## config.mk

```make
export PLATFORM = sky130hd
export DESIGN_NAME = sddr_wrlvl_cal
export DESIGN_NICKNAME = d
export VERILOG_FILES = /design/src/rtl/sddr_wrlvl_cal.sv
export SDC_FILE = /design/constraint.sdc
export NUM_CORES = 1
export LEC_CHECK = 0
export CAP_MARGIN = 40
export CORE_ASPECT_RATIO = 0.5
export CORE_MARGIN = 3
export CORE_UTILIZATION = 35
export CTS_BUF_LIST = sky130_fd_sc_hd__clkbuf_4 sky130_fd_sc_hd__clkbuf_8
export CTS_CLUSTER_DIAMETER = 150
export DETAILED_ROUTE_END_ITERATION = 10
export GPL_ROUTABILITY_DRIVEN = 0
export GPL_TIMING_DRIVEN = 0
export PLACE_DENSITY = 0.63
export SKIP_LAST_GASP = 1
export SYNTH_ARGS = -nofsm -noshare
export SYNTH_HDL_FRONTEND = slang
export SYNTH_SLANG_ARGS = --single-unit
```

## constraint.sdc

```tcl
create_clock -name in_ddr_clock_i -period 2.63 [get_ports in_ddr_clock_i]
set_input_delay 0.789 -clock in_ddr_clock_i [delete_from_list [all_inputs] [get_ports in_ddr_clock_i]]
set_output_delay 0.789 -clock in_ddr_clock_i [all_outputs]
set_load 0.03 [all_outputs]
```

## src/rtl/sddr_wrlvl_cal.sv

```systemverilog
// Write-leveling calibration sequencer for LANES independent byte lanes.
// Each lane sweeps its IDELAY tap upward from 0. At every tap the sequencer issues
// SAMPLES DQS strobes and ANDs the registered DQ feedback. A lane locks on the first
// tap that reads 1 after some earlier tap has read 0. A lane fails if it reaches the
// maximum tap without locking.
//
// Ports:
//   in_ddr_clock_i  DDR clock, rising edge
//   in_phy_reset_i  synchronous active-high reset
//   start_i         begin calibration (honoured in IDLE/DONE/FAIL only)
//   dq_fb_i         per-lane registered DQ feedback bit
//   write_level_o   write-level request to controller
//   dqs_pulse_o     one-cycle DQS strobe request
//   delay_ld_o      one-cycle IDELAY load (tap 0), all lanes
//   delay_ce_o      one-cycle IDELAY increment, per lane
//   tap_o           current tap per lane, lane 0 in the LSBs
//   busy_o          calibration in progress
//   done_o          all lanes locked (level)
//   fail_o          at least one lane failed (level)
//   lane_fail_o     per-lane failure flag
module sddr_wrlvl_cal #(
  parameter int unsigned LANES         = 2,
  parameter int unsigned TAP_BITS      = 5,
  parameter int unsigned SETTLE_CYCLES = 16,
  parameter int unsigned SAMPLES       = 4,
  parameter int unsigned FB_LATENCY    = 4
) (
  input  logic                      in_ddr_clock_i,
  input  logic                      in_phy_reset_i,
  input  logic                      start_i,
  input  logic [LANES-1:0]          dq_fb_i,
  output logic                      write_level_o,
  output logic                      dqs_pulse_o,
  output logic                      delay_ld_o,
  output logic [LANES-1:0]          delay_ce_o,
  output logic [LANES*TAP_BITS-1:0] tap_o,
  output logic                      busy_o,
  output logic                      done_o,
  output logic                      fail_o,
  output logic [LANES-1:0]          lane_fail_o
);

  localparam int unsigned CntMax = (SETTLE_CYCLES > FB_LATENCY) ? SETTLE_CYCLES : FB_LATENCY;
  localparam int unsigned CntW   = $clog2(CntMax + 1);
  localparam int unsigned SmpW   = $clog2(SAMPLES + 1);
  localparam logic [TAP_BITS-1:0] TapMax = {TAP_BITS{1'b1}};

  typedef enum logic [3:0] {
    StIdle, StLoad, StSettle, StPulse, StWait, StDecide, StStep, StDone, StFail
  } state_e;

  state_e                          state_q, state_d;
  logic [CntW-1:0]                 cnt_q, cnt_d;
  logic [SmpW-1:0]                 smp_q, smp_d;
  logic [LANES-1:0]                acc_q, acc_d;
  logic [LANES-1:0]                seen_q, seen_d;
  logic [LANES-1:0]                lock_q, lock_d;
  logic [LANES-1:0]                lfail_q, lfail_d;
  logic [LANES-1:0][TAP_BITS-1:0]  tap_q, tap_d;

  // Output registers, loaded from the next state so outputs line up with the state.
  logic             wl_q, pulse_q, ld_q, busy_q, done_q, failo_q;
  logic [LANES-1:0] ce_q, ce_d;
  logic             run_d;

  always_comb begin
    state_d = state_q;
    cnt_d   = cnt_q;
    smp_d   = smp_q;
    acc_d   = acc_q;
    seen_d  = seen_q;
    lock_d  = lock_q;
    lfail_d = lfail_q;
    tap_d   = tap_q;
    unique case (state_q)
      StIdle, StDone, StFail: begin
        if (start_i) begin
          state_d = StLoad;
          tap_d   = '0;
          lock_d  = '0;
          lfail_d = '0;
          seen_d  = '0;
        end
      end
      StLoad: begin
        smp_d   = '0;
        acc_d   = '1;
        cnt_d   = '0;
        state_d = StSettle;
      end
      StSettle: begin
        if (cnt_q == CntW'(SETTLE_CYCLES - 1)) begin
          cnt_d   = '0;
          state_d = StPulse;
        end else begin
          cnt_d = cnt_q + CntW'(1);
        end
      end
      StPulse: begin
        cnt_d   = '0;
        state_d = StWait;
      end
      StWait: begin
        if (cnt_q == CntW'(FB_LATENCY - 1)) begin
          cnt_d   = '0;
          acc_d   = acc_q & dq_fb_i;
          smp_d   = smp_q + SmpW'(1);
          state_d = (smp_d < SmpW'(SAMPLES)) ? StPulse : StDecide;
        end else begin
          cnt_d = cnt_q + CntW'(1);
        end
      end
      StDecide: begin
        for (int unsigned l = 0; l < LANES; l++) begin
          if (!lock_q[l] && !lfail_q[l]) begin
            if (acc_q[l] && seen_q[l]) begin
              lock_d[l] = 1'b1;
            end else begin
              if (!acc_q[l]) seen_d[l] = 1'b1;
              // Failing at max tap regardless of reading keeps the tap from wrapping.
              if (tap_q[l] == TapMax) lfail_d[l] = 1'b1;
            end
          end
        end
        if (&(lock_d | lfail_d)) begin
          state_d = (|lfail_d) ? StFail : StDone;
        end else begin
          state_d = StStep;
        end
      end
      StStep: begin
        for (int unsigned l = 0; l < LANES; l++) begin
          if (!lock_q[l] && !lfail_q[l]) tap_d[l] = tap_q[l] + TAP_BITS'(1);
        end
        smp_d   = '0;
        acc_d   = '1;
        cnt_d   = '0;
        state_d = StSettle;
      end
      default: state_d = StIdle;
    endcase
  end

  always_comb begin
    run_d = (state_d == StLoad) || (state_d == StSettle) || (state_d == StPulse) ||
            (state_d == StWait) || (state_d == StDecide) || (state_d == StStep);
    // Lock/fail decided in DECIDE apply to the CE issued on the following STEP.
    ce_d  = (state_d == StStep) ? ~(lock_d | lfail_d) : '0;
  end

  always_ff @(posedge in_ddr_clock_i) begin
    if (in_phy_reset_i) begin
      state_q <= StIdle;
      cnt_q   <= '0;
      smp_q   <= '0;
      acc_q   <= '0;
      seen_q  <= '0;
      lock_q  <= '0;
      lfail_q <= '0;
      tap_q   <= '0;
      wl_q    <= 1'b0;
      pulse_q <= 1'b0;
      ld_q    <= 1'b0;
      busy_q  <= 1'b0;
      done_q  <= 1'b0;
      failo_q <= 1'b0;
      ce_q    <= '0;
    end else begin
      state_q <= state_d;
      cnt_q   <= cnt_d;
      smp_q   <= smp_d;
      acc_q   <= acc_d;
      seen_q  <= seen_d;
      lock_q  <= lock_d;
      lfail_q <= lfail_d;
      tap_q   <= tap_d;
      wl_q    <= run_d;
      pulse_q <= (state_d == StPulse);
      ld_q    <= (state_d == StLoad);
      busy_q  <= run_d;
      done_q  <= (state_d == StDone);
      failo_q <= (state_d == StFail);
      ce_q    <= ce_d;
    end
  end

  assign write_level_o = wl_q;
  assign dqs_pulse_o   = pulse_q;
  assign delay_ld_o    = ld_q;
  assign delay_ce_o    = ce_q;
  assign tap_o         = tap_q;
  assign busy_o        = busy_q;
  assign done_o        = done_q;
  assign fail_o        = failo_q;
  assign lane_fail_o   = lfail_q;

endmodule

```

==> metrics <==
result of the run=completed; most frequent cells in the layout=37 x dfxtp_1, 33 x nor2_1, 23 x clkdlybuf4s50_1; reg2reg setup slack=0.23 ns; Layout area overhead=23.72%; Worst EP arrival=2.70 ns; FF-to-FF path depth=7; CTS resizes=0; Peak Freq=405.5 MHz; Sink Count=37; vias in the first global route=1686; largest family of logic cells by synthesized area=simple AND/OR/NAND/NOR gates; DP Worst Slack=-0.2277 ns; Die W=109.9 µm; Synth Warn #=0; ys async rst share=0%; Initial Util=37.26%; PortBufs=23; row count=18; gr usage total=15.33%; crit-path max FO=10; hold_sp=smp_q[1]; Seq/Total Area, Yosys=39.23%; Crit. End Element=register; Setup CP Type=in2reg; Synth Register Bits=37; largest net degree at the start of global routing=13; Main synth FF type=dfxtp_1; Clock transition at path regs=0.08 ns; DIE AREA=6365 µm²; Netlist cell types=44; CTS buffer count=5; reg2reg start=tap_o[0]; EDFF count, synth=0; DRT iter0 DRCs=93; WL/cell=13.80 µm; hold-fix buffers at CTS=0; Yosys top cell by area=dfxtp_1; area of the mapped netlist=1888 µm²; simple-gate share of the synthesized area=24.19%; setup TNS=0 ns; Slew @ Worst Pin=0.9329 ns; DR vias=1772; GR Util met2=23.45%; Max-Cap Viols=0; part of the power in registers=46.3%; WHS Endpoint=smp_q[1]; unrepaired setup endpoints after global routing=no; global route overflow=0; # Post-CTS Setup Buffers=0; most common cell after layout, fill and taps aside=dfxtp_1; combinational fraction of design power=15.0%; core region area=5067 µm²; CTS tree=yes; first-pass detailed-route iteration total=4; routing usage on met1=20.34%; Worst R2R End=delay_ce_o[0]; layout cells sized above 1=6.564%; proportion of synthesized area in mux cells=2.651%; Synth Area in XOR/XNOR=5.103%; leak pwr=0.8932 nW; headroom to the max-slew limit=36.93%; sw frac=27.02%; GR Layer Usage met3=5.895%; Die Y=57.94 µm; hold-critical path depth=2; cell area power density=562.1 nW/µm²; Clk network pwr share=38.6%; grt peak-use layer=met2; WL final=4.541 mm; Psw=0.3549 mW; Mapped Cells=227; CTS Root Cell=clkbuf_8; crit share post-route=93.77%; worst min-delay path class=reg2reg; post-layout min period=2.466 ns; dpl hpwl=3.330 mm; vias per cell=5.386; DRC errors left=0; required time worst endpoint=2.87 ns; initial antenna violation count=0; Adder-Cell Fraction of Synth Area=5.302%; worst skew pair latency=0.30 ns; Max Slew Vio Count=0; IO Pins=25; Net Count, Synth=240; post-synthesis compound-gate area fraction=19.22%; peak supply drop=0.0002451 V; Filler cells=476; post-synth top area share=39.23%; Clock Tree Buf Depth=2; Syn Area/Cell=8.317 µm²; first-pass GRT wire length=7.707 mm; fin nets=271; clk_skew=0.01119 ns; synth top area cells=dfxtp_1 39%, nor2_1 6.6%, a21oi_1 5.3%; Internal=0.9583 mW; Final WS setup=0.1638 ns; Final Hold Viols=0; Final setup viols=0; startpoint types=input pin; number of diodes=0; ANT nets after route=0; CTS H-Tree Depth=2
## registers in the layout, summed over array words and instances (netlist names)
signal	count
lock_q	2
dqs_pulse_o	1
done_o	1
delay_ce_o	2
fail_o	1
busy_o	1
delay_ld_o	1
cnt_q	5
acc_q	2
lane_fail_o	2
smp_q	3
state_q	4
seen_q	2
tap_o	10
## routing by layer
metal / vias up / share of wire, %
met5: - / 0
met1: 830 / 49
met3: 10 / 6.7
met4: 0 / 1.5
met2: 60 / 43
li1: 872 / -
## cells by family (layout without fill, tap and decap cells)
family                   count (synthesis)  count (layout)
AO/OA/AOI/OAI                           60              60
XOR/XNOR                                11              11
adder cells (fa/ha/maj)                  8               8
buffers and inverters                   20              52
flip-flops                              37              37
multiplexers                             5               5
AND/OR/NAND/NOR                         86              86
## worst max-delay path, cell delays in order
cell,delay [ns]
clkdlybuf4s50_1,0.48
clkbuf_2,0.22
or3b_1,0.36
a21oi_1,0.14
a31oi_1,0.10
or4_1,0.46
a21oi_1,0.15
## through the flow
step	cells	hold WS (ns)	util [%]	cell area (µm²)	total power, mW
final	329	0.4853	46.10	2336	1.313
after global routing	329	0.5056	46.10	2336	1.379
after CTS	328	0.4846	45.80	2321	1.318
after detailed placement	320	0.4717	43.53	2206	0.8130
after global placement	320	0.4495	43.53	2206	0.8097
after floorplan	227	0.4395	-	1888	0.7526
## synth_stat cells, drive strengths merged (4+ instances only)
cell	count
nand3	5
xor2	10
clkbuf	7
and3	4
nor3	9
inv	8
mux2i	5
a21oi	20
nor2	33
nand2	10
dfxtp	37
buf	5
nor4b	5
a31oi	7
o21ai	17
ha	8
## how the worst max path moves through the flow
stage | start | end | slack, ns | cells after the start
2_1_floorplan | start_i | seen_q[0] | 0.47 | 6
3_3_place_gp | start_i | seen_q[0] | -0.20 | 7
3_5_place_dp | start_i | seen_q[0] | -0.23 | 7
4_1_cts | start_i | seen_q[0] | 0.07 | 7
5_1_grt | tap_o[0] | delay_ce_o[0] | 0.07 | 7
6_report | start_i | seen_q[0] | 0.16 | 7
## power groups by stage
stage	Clock [mW]	Combinational, mW	Sequential (mW)
after floorplan	0	0.120	0.633
after CTS	0.516	0.194	0.607
final	0.507	0.197	0.608
after detailed placement	0	0.193	0.620
after global routing	0.550	0.216	0.612
after global placement	0	0.190	0.619
## layout make-up
| cell class | count | area (µm²) | share of cell area [%] |
|---|---|---|---|
| multi-input cells | 170 | 1075 | 46.01 |
| flip-flops and latches | 37 | 740.7 | 31.71 |
| repair buffers | 24 | 235.2 | 10.07 |
| well taps | 70 | 87.58 | 3.749 |
| clock buffers | 6 | 76.32 | 3.267 |
| plain buffers | 12 | 52.55 | 2.250 |
| clock inverters | 2 | 38.79 | 1.660 |
| inverters | 8 | 30.03 | 1.285 |
Power figures use the tool's default switching activity.
